File: config.mk
export PLATFORM = sky130hd
export DESIGN_NAME = lzc_part_select
export DESIGN_NICKNAME = d
export VERILOG_FILES = /design/src/rtl/lzc_pkg.sv /design/src/rtl/lzc_tree.sv /design/src/rtl/lzc_part_select.sv
export SDC_FILE = /design/constraint.sdc
export NUM_CORES = 1
export LEC_CHECK = 0
export BUFFER_PORTS_ARGS = -buffer_cell sky130_fd_sc_hd__buf_2
export CELL_PAD_IN_SITES_DETAIL_PLACEMENT = 1
export CELL_PAD_IN_SITES_GLOBAL_PLACEMENT = 1
export CORE_ASPECT_RATIO = 0.75
export CORE_MARGIN = 4
export CORE_UTILIZATION = 45
export CTS_CLUSTER_SIZE = 28
export DETAILED_ROUTE_END_ITERATION = 6
export PLACE_DENSITY_LB_ADDON = 0.25
export SKIP_LAST_GASP = 1
export SLEW_MARGIN = 25
export SYNTH_ARGS = -nofsm -noshare
export SYNTH_HDL_FRONTEND = slang
export SYNTH_SLANG_ARGS = --single-unit
File: constraint.sdc
create_clock -name clock -period 1.8 [get_ports clock]
set_input_delay 0 -clock clock [delete_from_list [all_inputs] [get_ports clock]]
set_output_delay 0 -clock clock [all_outputs]
set_load 0.05 [all_outputs]
File: src/rtl/lzc_pkg.sv
// Shared helpers for the leading-zero-count / normalize datapath.
package lzc_pkg;

  // Width of a count able to hold every value 0 .. width+add_offset.
  function automatic int cnt_bits(input int width, input int add_offset);
    return $clog2(width + add_offset + 1);
  endfunction

endpackage

File: src/rtl/lzc_tree.sv
// Combinational leading-zero counter built as a log-depth priority tree.
// The input is padded on the LSB side with ones up to a power of two so the
// padding never contributes leading zeros; an all-zero input is detected
// separately and reported as WIDTH leading zeros.
module lzc_tree
  import lzc_pkg::*;
#(
  parameter int WIDTH      = 32,
  parameter int ADD_OFFSET = 1,
  localparam int CNT_BITS  = cnt_bits(WIDTH, ADD_OFFSET)
) (
  input  logic [WIDTH-1:0]    data,
  output logic [CNT_BITS-1:0] count,
  output logic                zero
);

  localparam int LEVELS = $clog2(WIDTH);
  localparam int P      = 1 << LEVELS;
  localparam int CW     = LEVELS + 1;
  localparam int NODES  = 2 * P - 1;

  logic [P-1:0]    padded;
  // Heap layout: node k has children 2k+1 (upper half) and 2k+2 (lower half).
  logic            node_v   [NODES];
  logic [CW-1:0]   node_cnt [NODES];
  logic [31:0]     lz_ext;

  generate
    if (P == WIDTH) begin : g_nopad
      assign padded = data;
    end else begin : g_pad
      assign padded = {data, {(P - WIDTH){1'b1}}};
    end

    // Leaves: leaf j holds bit P-1-j, i.e. leaf 0 is the MSB.
    for (genvar j = 0; j < P; j++) begin : g_leaf
      assign node_v[P-1+j]   = padded[P-1-j];
      assign node_cnt[P-1+j] = '0;
    end

    // Internal nodes: prefer the upper half; otherwise skip it entirely.
    for (genvar d = 0; d < LEVELS; d++) begin : g_lvl
      for (genvar j = 0; j < (1 << d); j++) begin : g_node
        localparam int K = (1 << d) - 1 + j;
        localparam logic [CW-1:0] HALF = CW'(P >> (d + 1));
        assign node_v[K]   = node_v[2*K+1] | node_v[2*K+2];
        assign node_cnt[K] = node_v[2*K+1] ? node_cnt[2*K+1]
                                           : node_cnt[2*K+2] + HALF;
      end
    end
  endgenerate

  assign zero   = ~|data;
  assign lz_ext = zero ? 32'(WIDTH) : 32'(node_cnt[0]);
  assign count  = CNT_BITS'(lz_ext + 32'(ADD_OFFSET));

endmodule

File: src/rtl/lzc_part_select.sv
// Normalizer: counts leading zeros (plus offset), shifts the input left by
// that count and registers the MSB-aligned field, with one cycle latency.
//
// Handshake: in_valid qualifies in_data in the cycle it is high; there is no
// ready, every cycle is accepted. out_valid is in_valid delayed one cycle and
// is the only qualifier for out_count/out_frac/out_zero, which load on every
// edge whether or not in_valid was high.
module lzc_part_select
  import lzc_pkg::*;
#(
  parameter int WIDTH      = 32,
  parameter int ADD_OFFSET = 1,
  parameter int OUT_WIDTH  = 23,
  localparam int CNT_BITS  = cnt_bits(WIDTH, ADD_OFFSET)
) (
  input  logic                 clock,
  input  logic                 reset,
  input  logic                 in_valid,
  input  logic [WIDTH-1:0]     in_data,
  output logic                 out_valid,
  output logic [CNT_BITS-1:0]  out_count,
  output logic [OUT_WIDTH-1:0] out_frac,
  output logic                 out_zero
);

  logic [CNT_BITS-1:0]  lz_count;
  logic                 lz_zero;
  logic [WIDTH-1:0]     shifted;
  logic [OUT_WIDTH-1:0] frac_next;

  lzc_tree #(
    .WIDTH      (WIDTH),
    .ADD_OFFSET (ADD_OFFSET)
  ) u_tree (
    .data  (in_data),
    .count (lz_count),
    .zero  (lz_zero)
  );

  // Normalizing shift; a count reaching WIDTH clears the whole word.
  always_comb begin
    shifted = '0;
    if (32'(lz_count) < 32'(WIDTH)) begin
      shifted = in_data << lz_count;
    end
    frac_next = shifted[WIDTH-1 -: OUT_WIDTH];
  end

  // Single output register stage; reset clears everything immediately.
  always_ff @(posedge clock or posedge reset) begin
    if (reset) begin
      out_valid <= 1'b0;
      out_count <= '0;
      out_frac  <= '0;
      out_zero  <= 1'b0;
    end else begin
      out_valid <= in_valid;
      out_count <= lz_count;
      out_frac  <= frac_next;
      out_zero  <= lz_zero;
    end
  end

endmodule

==> results.md, run 1 <==
- I/O pin count: 66
- Main combinational cell family by area after synthesis: compound AO/OA/AOI/OAI gates
- Number of enable-type register cells in the synthesized netlist: 0
- GP Congestion: 0.944
- Post-Syn Instances: 364
- Syn Nets: 400
- Status: stopped before the end
- Post-synthesis compound-gate area fraction: 0.250
- Post-CTS sizing: 48
- Post-DP HPWL: 12600 µm
- Yosys top cell by area: dfrtp_1
- Halt Stage: clock tree synthesis (4_1_cts)
- Cell Rows: 26
- Syn_area_per_cell: 8.95 µm²
- Starting density of the core: 0.470
- XOR/XNOR Fraction of Synth Area: 0.00269
- Num CTS Buffers: 5
- Post-synthesis mux area share: 0.219
- Cell Area, Synth: 3260 µm²
- Simple logic cell fraction of the synthesized area: 0.230
- Register area share after synthesis: 0.238
- # hold bufs at CTS: 2
- IO Port Bufs: 65
- Clk buf depth: 2
- # H-tree levels: 2
- Synthesis Warnings: 0
- Total setup buffers inserted after CTS: 19
- Die height: 81.7 µm
- Cell Area, Placed: 4590 µm²
- Root buffer cell: clkbuf_8
- Main flop type after synthesis: dfrtp_1
- Share of flip-flops with an asynchronous set or reset: 1.00
- Yosys reg bits: 31
- Synth unique cells: 73
- Post-Synth Adder-Cell Area: 0.00384
- Share of the synthesized area in the top cell type: 0.238
- Die X: 106 µm
- Err: [ERROR DPL-0033] detailed placement checks failed during check placement.
- Clk sink count: 31
- Largest cells by area after synthesis: dfrtp_1 (24%), mux4_2 (11%), mux2i_1 (8.0%)
- Placed insts: 621
==> Yosys cell counts (3+ instances only) <==
| cell type | count |
|---|---|
| buf_4 | 3 |
| o21ai_1 | 5 |
| nor4_4 | 4 |
| a211oi_1 | 8 |
| o211ai_1 | 9 |
| or3_1 | 3 |
| inv_1 | 6 |
| a21oi_1 | 20 |
| mux2_2 | 4 |
| o21ai_0 | 24 |
| nand2b_1 | 4 |
| clkbuf_1 | 10 |
| o22ai_1 | 5 |
| mux2i_1 | 26 |
| o221ai_1 | 3 |
| mux4_2 | 16 |
| nand2_1 | 32 |
| nand4_1 | 3 |
| nor2b_1 | 4 |
| and3_1 | 7 |
| o31ai_1 | 4 |
| and2_1 | 5 |
| o22a_1 | 3 |
| or4_1 | 5 |
| buf_2 | 8 |
| dfrtp_1 | 31 |
| nand3_1 | 13 |
| nor3_1 | 3 |
| o2111ai_1 | 3 |
| buf_6 | 3 |
| a22oi_1 | 3 |
| nor2_1 | 35 |
| nor4_1 | 3 |
==> cell families after synthesis <==
family,after synthesis
and+or+nand+nor,131
AOI/OAI and AO/OA,116
muxes,49
buffers and inverters,35
DFF,31
xor gates and xnor gates,1
adders and majority gates,1
==> through the flow <==
step                      worst slack [ns]  utilization  setup TNS [ns]
after floorplan                      -1.60            -          -35.94
after global placement               -1.52        0.662          -33.77
after detailed placement             -1.65        0.662          -38.03
==> run 2, diff against run 1 <==
--- a/config.mk
+++ b/config.mk
@@ -6,14 +6,10 @@
 export NUM_CORES = 1
 export LEC_CHECK = 0
 export BUFFER_PORTS_ARGS = -buffer_cell sky130_fd_sc_hd__buf_2
-export CELL_PAD_IN_SITES_DETAIL_PLACEMENT = 1
-export CELL_PAD_IN_SITES_GLOBAL_PLACEMENT = 1
-export CORE_ASPECT_RATIO = 0.75
 export CORE_MARGIN = 4
-export CORE_UTILIZATION = 45
-export CTS_CLUSTER_SIZE = 28
+export CORE_UTILIZATION = 30
 export DETAILED_ROUTE_END_ITERATION = 6
-export PLACE_DENSITY_LB_ADDON = 0.25
+export PLACE_DENSITY_LB_ADDON = 0.15
 export SKIP_LAST_GASP = 1
 export SLEW_MARGIN = 25
 export SYNTH_ARGS = -nofsm -noshare
==> results.md, run 2 <==
- Pwr dens: 619 nW/µm²
- RSZ-0062 raised after global routing: yes
- Crit path DAT: 3.24 ns
- Crit start category: input pin
- Register area share after synthesis: 0.238 (unchanged)
- Slew HR: 0.733
- Max cap viols: 0
- DRC Markers: 0
- WP data required: 2.02 ns
- Final net count: 618
- Num CTS Buffers: 5 (unchanged)
- Die height: 112 µm (+37%)
- Commonest non-fill, non-tap cell in the layout: buf_4
- Max reg flops: 23
- Final min period: 3.02 ns
- Overall Global Routing Usage: 0.207
- Final Power: 3.49 mW
- Main flop type after synthesis: dfrtp_1
- Final Hold Fails: 0
- Post-Syn Instances: 364 (unchanged)
- Cell with the most instances after synthesis: nor2_1
- GRT overflow: 0
- Antenna Nets Post-Route: 0
- Synth unique cells: 73 (unchanged)
- Status: finished, violations left
- Cell Rows: 37 (+42%)
- Clk sink count: 31 (unchanged)
- First-pass GRT wire length: 21300 µm
- Vias in the first global route: 3984
- Syn Nets: 400 (unchanged)
- Drt wl/cell: 19.0 µm
- Fin util: 0.539
- Min Hold Slack: 0.292 ns
- Crit Path Class: in2reg
- Core area: 10500 µm²
- Initial detailed-routing violation count: 347
- Clk buf depth: 2 (unchanged)
- Final period utilization: 1.68
- Worst Hold Class: in2reg
- IO Port Bufs: 65 (unchanged)
- Largest net degree at the start of global routing: 32
- Via count: 4004
- Commonest cells after routing, fill and taps aside: buf_4 (142), buf_2 (55), nor2_1 (35)
- DP Worst Slack: -1.61 ns (+0.0358 ns)
- Fin worst setup slack: -1.22 ns
- Number of enable-type register cells in the synthesized netlist: 0 (unchanged)
- Pin slew with the least headroom to its limit: 0.399 ns
- Clock transition at path regs: 0.06 ns
- P_leak: 2.52 nW
- # setup viols final: 26
- Share of the synthesized area in the top cell type: 0.238 (unchanged)
- Max VDD drop: 0.000605 V
- Violated checks: setup timing
- GP Congestion: 0.903 (-4.3%)
- Crit end category: flip-flop
- Die area: 12600 µm²
- Synthesis Warnings: 0 (unchanged)
- Yosys reg bits: 31 (unchanged)
- Post-DP HPWL: 10000 µm (-20%)
- TritonRoute pass-1 iters: 5
- Peak Freq: 331 MHz
- Share of flip-flops with an asynchronous set or reset: 1.00 (unchanged)
- Final slew viol count: 0
- Top Registers: out_frac (23), out_count (6)
- Yosys top cell by area: dfrtp_1
- # H-tree levels: 2 (unchanged)
- Cell Area, Synth: 3260 µm² (unchanged)
- Layout cells sized above 1: 0.579
- CTS tree: built
- Setup TNS: -25.65 ns
- Vias per cell: 5.58
- Largest cells by area after synthesis: dfrtp_1 (24%), mux4_2 (11%), mux2i_1 (8.0%)
- Syn_area_per_cell: 8.95 µm² (unchanged)
- Post-synth top cells: nor2_1 (35), nand2_1 (32), dfrtp_1 (31)
- Number of antenna diodes: 0
- P&R area growth vs syn: 73.0%
- Final WL: 13600 µm
- Starting density of the core: 0.311 (-0.159)
- Crit Path Max Fanout: 7
- Antenna violations before repair: 0
- Die X: 112 µm (+5.6%)
- Largest Register: out_frac
- Root buffer cell: clkbuf_8
- I/O pin count: 66 (unchanged)
## run 2: layout make-up
cell class,count,area (µm²)
clock inverter,1,5.00
clock buffer,6,82.6
multi-input combinational,298,2680
tap,136,170
inverter,11,62.6
timing repair buffer,235,1860
fill,993,4830
sequential,31,776
## run 2: kinds of logic after synthesis
logic type / Yosys count / synth area share
buffers and inverters: 35 / 0.0564
flip-flops: 31 / 0.238
adder cells (fa/ha/maj): 1 / 0.00384
AND/OR/NAND/NOR: 131 / 0.230
multiplexers: 49 / 0.219
AO/OA/AOI/OAI: 116 / 0.250
XOR/XNOR: 1 / 0.00269
## run 2: final timing paths
kind                              from                endpoint  slack, ns  cells after the start
setup / recovery            in_data[9]  out_frac[20]$_DFF_PP0_      -1.22                     16
hold / removal             in_data[27]  out_frac[21]$_DFF_PP0_       0.29                      6
max in group asynchronous        reset  out_frac[13]$_DFF_PP0_       1.19                      4
min in group asynchronous        reset  out_count[1]$_DFF_PP0_       0.34                      4
## run 2: repair_timing
item                                    in CTS  in global routing
hold endpoints to repair                    32                  0
setup buffers                               30                 27
resized for setup                           63                 57
hold buffers                                 2                  0
pin swaps                                   20                 18
endpoints found under the setup margin      27                 27
cloned                                       2                  1
## run 2: power breakdown
part           internal, mW  switching [mW]
clock network         0.299           0.242
registers             0.814          0.0274
logic                 0.850            1.26
total                  1.96            1.53
## run 2: per-layer routing
metal / routed length, µm / global-route usage / share of wire / up-vias
met5: 0 / 0 / 0 / -
met4: 427 / 0.0673 / 0.031 / 0
met3: 717 / 0.0275 / 0.053 / 27
li1: - / - / - / 1851
met1: 5870 / 0.273 / 0.43 / 1967
met2: 6590 / 0.351 / 0.48 / 159
## run 2: metrics by stage
step / instances / instance area, µm²
floorplan: 364 / 3360
global placement: 659 / 4610
detailed placement: 659 / 4610
CTS: 695 / 5210
global route: 718 / 5640
finish: 718 / 5640
## run 2: worst max-delay path, stage by stage
cell,delay (ns)
buf_2,0.12
nor4_4,0.30
nand4_1,0.16
nor3b_4,0.19
and3_4,0.19
nor2_8,0.14
inv_8,0.04
ha_4,0.15
nand2b_4,0.13
or3_1,0.33
and3_4,0.21
buf_12,0.15
mux2i_4,0.19
mux4_2,0.54
mux2i_4,0.21
a22o_1,0.18
Power figures use the tool's default switching activity.
==> run 3, diff against run 2 <==
==> constraint.sdc (replaced) <==
create_clock -name clock -period 3.7 [get_ports clock]
set_input_delay 0 -clock clock [delete_from_list [all_inputs] [get_ports clock]]
set_output_delay 0 -clock clock [all_outputs]
set_load 0.05 [all_outputs]
==> results.md, run 3 (synthesis gave the netlist of run 2 again) <==
- Pin slew with the least headroom to its limit: 0.647 ns (+0.247 ns)
- Layout cells sized above 1: 0.347 (-0.232)
- Worst setup path start: in_data[28]
- Top Registers: out_frac (23), out_count (6)
- Total setup buffers inserted after CTS: 0 (-100%)
- Slew HR: 0.564 (-0.169)
- Max reg flops: 23 (unchanged)
- Starting density of the core: 0.311 (unchanged)
- Die height: 112 µm (unchanged)
- TritonRoute pass-1 iters: 5 (unchanged)
- Crit path DAT: 3.54 ns (+0.30 ns)
- Die area: 12600 µm² (unchanged)
- Overall Global Routing Usage: 0.181 (-0.0257)
- Antenna violations before repair: 0 (unchanged)
- Via count: 3356 (-16%)
- Crit Path Class: in2reg
- Crit end category: flip-flop
- Number of antenna diodes: 0 (unchanged)
- Antenna Nets Post-Route: 0 (unchanged)
- Max cap viols: 0 (unchanged)
- P&R area growth vs syn: 23.8%
- Root buffer cell: clkbuf_8
- P_int: 810 µW (-59%)
- P_leak: 1.77 nW (-30%)
- Post-DP HPWL: 9200 µm (-8.4%)
- WP data required: 3.88 ns (+1.86 ns)
- GRT overflow: 0 (unchanged)
- # setup viols final: 0 (-100%)
- Die X: 112 µm (unchanged)
- Setup TNS: 0 ns (+25.65 ns)
- Clk sink count: 31 (unchanged)
- Final net count: 488 (-21%)
- Final slew viol count: 0 (unchanged)
- Initial detailed-routing violation count: 244 (-30%)
- Worst Hold Class: in2reg
- Crit Path Max Fanout: 12 (+5)
- Clock transition at path regs: 0.06 ns (about the same)
- I/O pin count: 66 (unchanged)
- Status: finished clean
- Hold Path Depth: 5 (-1)
- Commonest non-fill, non-tap cell in the layout: buf_2
- Cell Rows: 37 (unchanged)
- Clock Power Share: 0.174 (+0.019)
- Core area: 10500 µm² (unchanged)
- Final min period: 3.36 ns
- Final period utilization: 0.909
- Comb power frac: 0.548 (-0.056)
- Largest net degree at the start of global routing: 32 (unchanged)
- GP Congestion: 0.919 (+1.8%)
- Max VDD drop: 0.000201 V (-67%)
- Peak Freq: 297 MHz
- Reg power frac: 0.278 (+0.037)
- Largest Register: out_frac
- Num CTS Buffers: 5 (unchanged)
- Vias in the first global route: 3354 (-16%)
- DRC Markers: 0 (unchanged)
- Hold path start: in_data[11]
- Crit start category: input pin
- Final WL: 11300 µm (-17%)
- RSZ-0062 raised after global routing: no
- P_sw: 660 µW (-57%)
- Drt wl/cell: 19.3 µm (+1.7%)
- Vias per cell: 5.71 (+2.3%)
- CTS tree: built
- Final Hold Fails: 0 (unchanged)
- Final Power: 1.47 mW (-58%)
- IO Port Bufs: 65 (unchanged)
- Clk buf depth: 2 (unchanged)
- Net Sw Frac: 0.449 (+0.0116)
- Pwr dens: 364 nW/µm² (-41%)
- First-pass GRT wire length: 18700 µm (-12%)
- Commonest cells after routing, fill and taps aside: buf_2 (65), buf_4 (38), nor2_1 (35)
- # H-tree levels: 2 (unchanged)
[run 3: critical path: stages]
cell and delay, ns:
buf_2 0.14, nor4_4 0.41, nand2_1 0.12, a22oi_1 0.37, nor2_4 0.10, nor2_8 0.16
inv_8 0.03, ha_1 0.19, nand2b_1 0.17, or3_1 0.31, and3_2 0.28, clkinv_2 0.11
buf_4 0.21, mux4_2 0.56, a21o_1 0.22, o22ai_1 0.16
[run 3: routing by layer]
metal | wire [µm] | GRT usage | vias up
met3 | 754 | 0.0345 | 27
met4 | 336 | 0.0609 | 0
li1 | - | - | 1592
met1 | 5210 | 0.256 | 1608
met2 | 5040 | 0.279 | 129
met5 | 0 | 0 | -
[run 3: final timing paths]
kind                                           to  slack (ns)
max                        out_frac[18]$_DFF_PP0_        0.34
min                            out_zero$_DFF_PP0_        0.18
min in group asynchronous  out_frac[16]$_DFF_PP0_        0.34
max in group asynchronous     out_valid$_DFF_PP0_        2.96
[run 3: cell type report]
class / count / area, µm²
fill: 1117 / 6430
multi-input combinational: 298 / 2320
sequential: 31 / 776
timing repair buffer: 105 / 631
tap: 136 / 170
clock buffer: 6 / 82.6
inverter: 11 / 50.0
clock inverter: 1 / 5.00
[run 3: repair_timing]
action / 4_1_cts / 5_1_grt
endpoints found under the setup margin: 0 / 3
resized for setup: 0 / 2
hold buffers: 2 / 0
hold endpoints to repair: 32 / 0
[run 3: power by group through the flow]
stage / clock network [mW] / registers, mW / logic (mW)
after floorplan: 0 / 0.629 / 0.349
after global placement: 0 / 0.415 / 0.803
after detailed placement: 0 / 0.416 / 0.801
after CTS: 0.263 / 0.410 / 0.804
after global routing: 0.280 / 0.416 / 0.861
final: 0.256 / 0.408 / 0.805
[run 3: metrics by stage]
stage | util | std cells | cell area (µm²) | setup slack, ns | hold slack (ns)
after floorplan | - | 364 | 3260 | 0.00574 | 0.0314
after global placement | 0.374 | 579 | 3910 | 0.0686 | 0.111
after detailed placement | 0.374 | 579 | 3910 | 0.0189 | 0.106
after CTS | 0.384 | 588 | 4020 | 0.295 | 0.194
after global routing | 0.386 | 588 | 4040 | 0.0599 | 0.230
final | 0.386 | 588 | 4040 | 0.336 | 0.183
==> run 4, diff against run 3 <==
--- a/config.mk
+++ b/config.mk
@@ -10,6 +10,7 @@
 export CORE_UTILIZATION = 30
 export DETAILED_ROUTE_END_ITERATION = 6
 export PLACE_DENSITY_LB_ADDON = 0.15
+export SETUP_SLACK_MARGIN = 0.5
 export SKIP_LAST_GASP = 1
 export SLEW_MARGIN = 25
 export SYNTH_ARGS = -nofsm -noshare
==> constraint.sdc (replaced) <==
create_clock -name clock -period 4.1 [get_ports clock]
set_input_delay 0 -clock clock [delete_from_list [all_inputs] [get_ports clock]]
set_output_delay 0 -clock clock [all_outputs]
set_load 0.05 [all_outputs]
==> results.md, run 4 (synthesis gave the netlist of run 2 again) <==
- Status: finished clean
- Max cap viols: 0 (unchanged)
- Antenna violations before repair: 0 (unchanged)
- RSZ-0062 raised after global routing: no
- Crit path DAT: 3.64 ns (+0.10 ns)
- WP data required: 4.32 ns (+0.44 ns)
- Largest net degree at the start of global routing: 38 (+19%)
- Pwr dens: 352 nW/µm² (-3.3%)
- CP Cell Sequence: buf_2 > nor4_4 > nand2_1 > a22oi_2 > nor2_4 > nor2_8 > inv_8 > ha_2 > nand2b_1 > or3_1 > and3_2 > buf_12 > mux2i_1 > mux4_2 > mux2i_1 > a22o_1
- Starting density of the core: 0.311 (unchanged)
- Final net count: 462 (-5.3%)
- Largest Register: out_frac
- GP Congestion: 0.893 (-2.8%)
- # setup viols final: 0 (unchanged)
- Clk sink count: 31 (unchanged)
- Core area: 10500 µm² (unchanged)
- Clock transition at path regs: 0.06 ns (about the same)
- Final min period: 3.42 ns
- Final WL: 11100 µm (-1.7%)
- P_leak: 1.69 nW (-4.9%)
- Crit end category: flip-flop
- First-pass GRT wire length: 17500 µm (-6.3%)
- Crit Path Class: in2reg
- # H-tree levels: 2 (unchanged)
- Commonest non-fill, non-tap cell in the layout: buf_2
- Worst Hold Class: in2reg
- Reg power frac: 0.265 (-0.013)
- Net Sw Frac: 0.435 (-0.0141)
- Antenna Nets Post-Route: 0 (unchanged)
- Placed insts: 549 (-5.2%)
- Slew HR: 0.489 (-0.0752)
- Bufs and invs on worst path: 3 (-1)
- TritonRoute pass-1 iters: 6 (+1)
- Clk buf depth: 2 (unchanged)
- Peak Freq: 292 MHz
- Final Hold Fails: 0 (unchanged)
- P&R area growth vs syn: 21.2%
- Drt wl/cell: 19.8 µm (+2.7%)
- Cell Rows: 37 (unchanged)
- Hold path start: in_data[16]
- Layout cells sized above 1: 0.321 (-0.0265)
- CP top delay family: simple AND/OR/NAND/NOR gates
- Final period utilization: 0.834
- Die height: 112 µm (unchanged)
- Vias in the first global route: 3156 (-5.9%)
- Root buffer cell: clkbuf_8
- Vias per cell: 5.85 (+2.4%)
- Clock Power Share: 0.220 (+0.046)
- Die X: 112 µm (unchanged)
- IO Port Bufs: 65 (unchanged)
- Number of antenna diodes: 0 (unchanged)
- GRT overflow: 0 (unchanged)
- Final slew viol count: 0 (unchanged)
- Slowest cell on the critical path: mux4_2
- P_sw: 604 µW (-8.4%)
- Top Registers: out_frac (23), out_count (6)
- Via count: 3292 (-1.9%)
- Top cell by count, worst path: mux2i_1
- CTS tree: built
- DRC Markers: 0 (unchanged)
- Overall Global Routing Usage: 0.172 (-0.00894)
- Num CTS Buffers: 5 (unchanged)
- Setup TNS: 0 ns (unchanged)
- Max VDD drop: 0.000242 V (+21%)
- Die area: 12600 µm² (unchanged)
- Max stage delay on crit path: 0.51 ns (-0.05 ns)
- I/O pin count: 66 (unchanged)
- Commonest cells after routing, fill and taps aside: buf_2 (65), nor2_1 (35), nand2_1 (32)
- Pin slew with the least headroom to its limit: 0.758 ns (+0.112 ns)
- Post-Layout Cell Count: 563 (-4.3%)
- Comb power frac: 0.515 (-0.033)
- Worst setup path start: in_data[30]
- Max reg flops: 23 (unchanged)
- Post-DP HPWL: 8660 µm (-5.9%)
- Initial detailed-routing violation count: 348 (+43%)
- Crit Path Max Fanout: 37 (+25)
- Crit start category: input pin
- P_int: 786 µW (-3.0%)
## run 4: path summary, 6_finish.rpt
check / to / slack, ns / depth (start not counted)
worst max-delay path: out_frac[20]$_DFF_PP0_ / 0.68 / 16
worst min-delay path: out_zero$_DFF_PP0_ / 0.19 / 4
max in group asynchronous: out_frac[17]$_DFF_PP0_ / 3.35 / 3
min in group asynchronous: out_frac[0]$_DFF_PP0_ / 0.34 / 3
## run 4: metal layers
| layer | wire [µm] | vias to the layer above | GRT usage | part of all wire |
|---|---|---|---|---|
| li1 | - | 1540 | - | - |
| met1 | 5220 | 1611 | 0.252 | 0.47 |
| met4 | 246 | 0 | 0.0545 | 0.022 |
| met3 | 619 | 17 | 0.0248 | 0.056 |
| met2 | 5060 | 124 | 0.262 | 0.45 |
| met5 | 0 | - | 0 | 0 |
## run 4: what timing repair did
item                                    CTS  global route
hold buffers                              2             0
endpoints found under the setup margin    0            20
resized for setup                         0             6
endpoints found under the hold margin    32             0
setup buffers                             0             4
## run 4: cell type report
cell class                 instances  area, µm²
clock buffer                       6       82.6
sequential                        31        776
tap                              136        170
inverter                          11       51.3
clock inverter                     2       35.0
timing repair buffer              79        473
fill                            1122       6520
multi-input combinational        298       2360
## run 4: power groups by stage
stage / combinational, mW / clock, mW / sequential (mW)
floorplan: 0.317 / 0 / 0.568
global placement: 0.708 / 0 / 0.376
detailed placement: 0.706 / 0 / 0.376
CTS: 0.708 / 0.313 / 0.370
global route: 0.763 / 0.328 / 0.375
finish: 0.716 / 0.306 / 0.369
## run 4: stage by stage
step                      area, µm²  power, mW  setup WS (ns)  hold slack (ns)  utilization
after floorplan                3280      0.885          0.524           0.0314            -
after global placement         3750       1.08          0.173            0.110        0.358
after detailed placement       3750       1.08          0.236            0.122        0.358
after CTS                      3890       1.39          0.524            0.219        0.371
after global routing           3950       1.47          0.478            0.211        0.377
final                          3950       1.39          0.680            0.192        0.377
## run 4: worst min-delay path, cell delays in order
cell and delay, ns:
buf_2 0.11, nor4_2 0.07, nand4_4 0.14, nor2_1 0.09
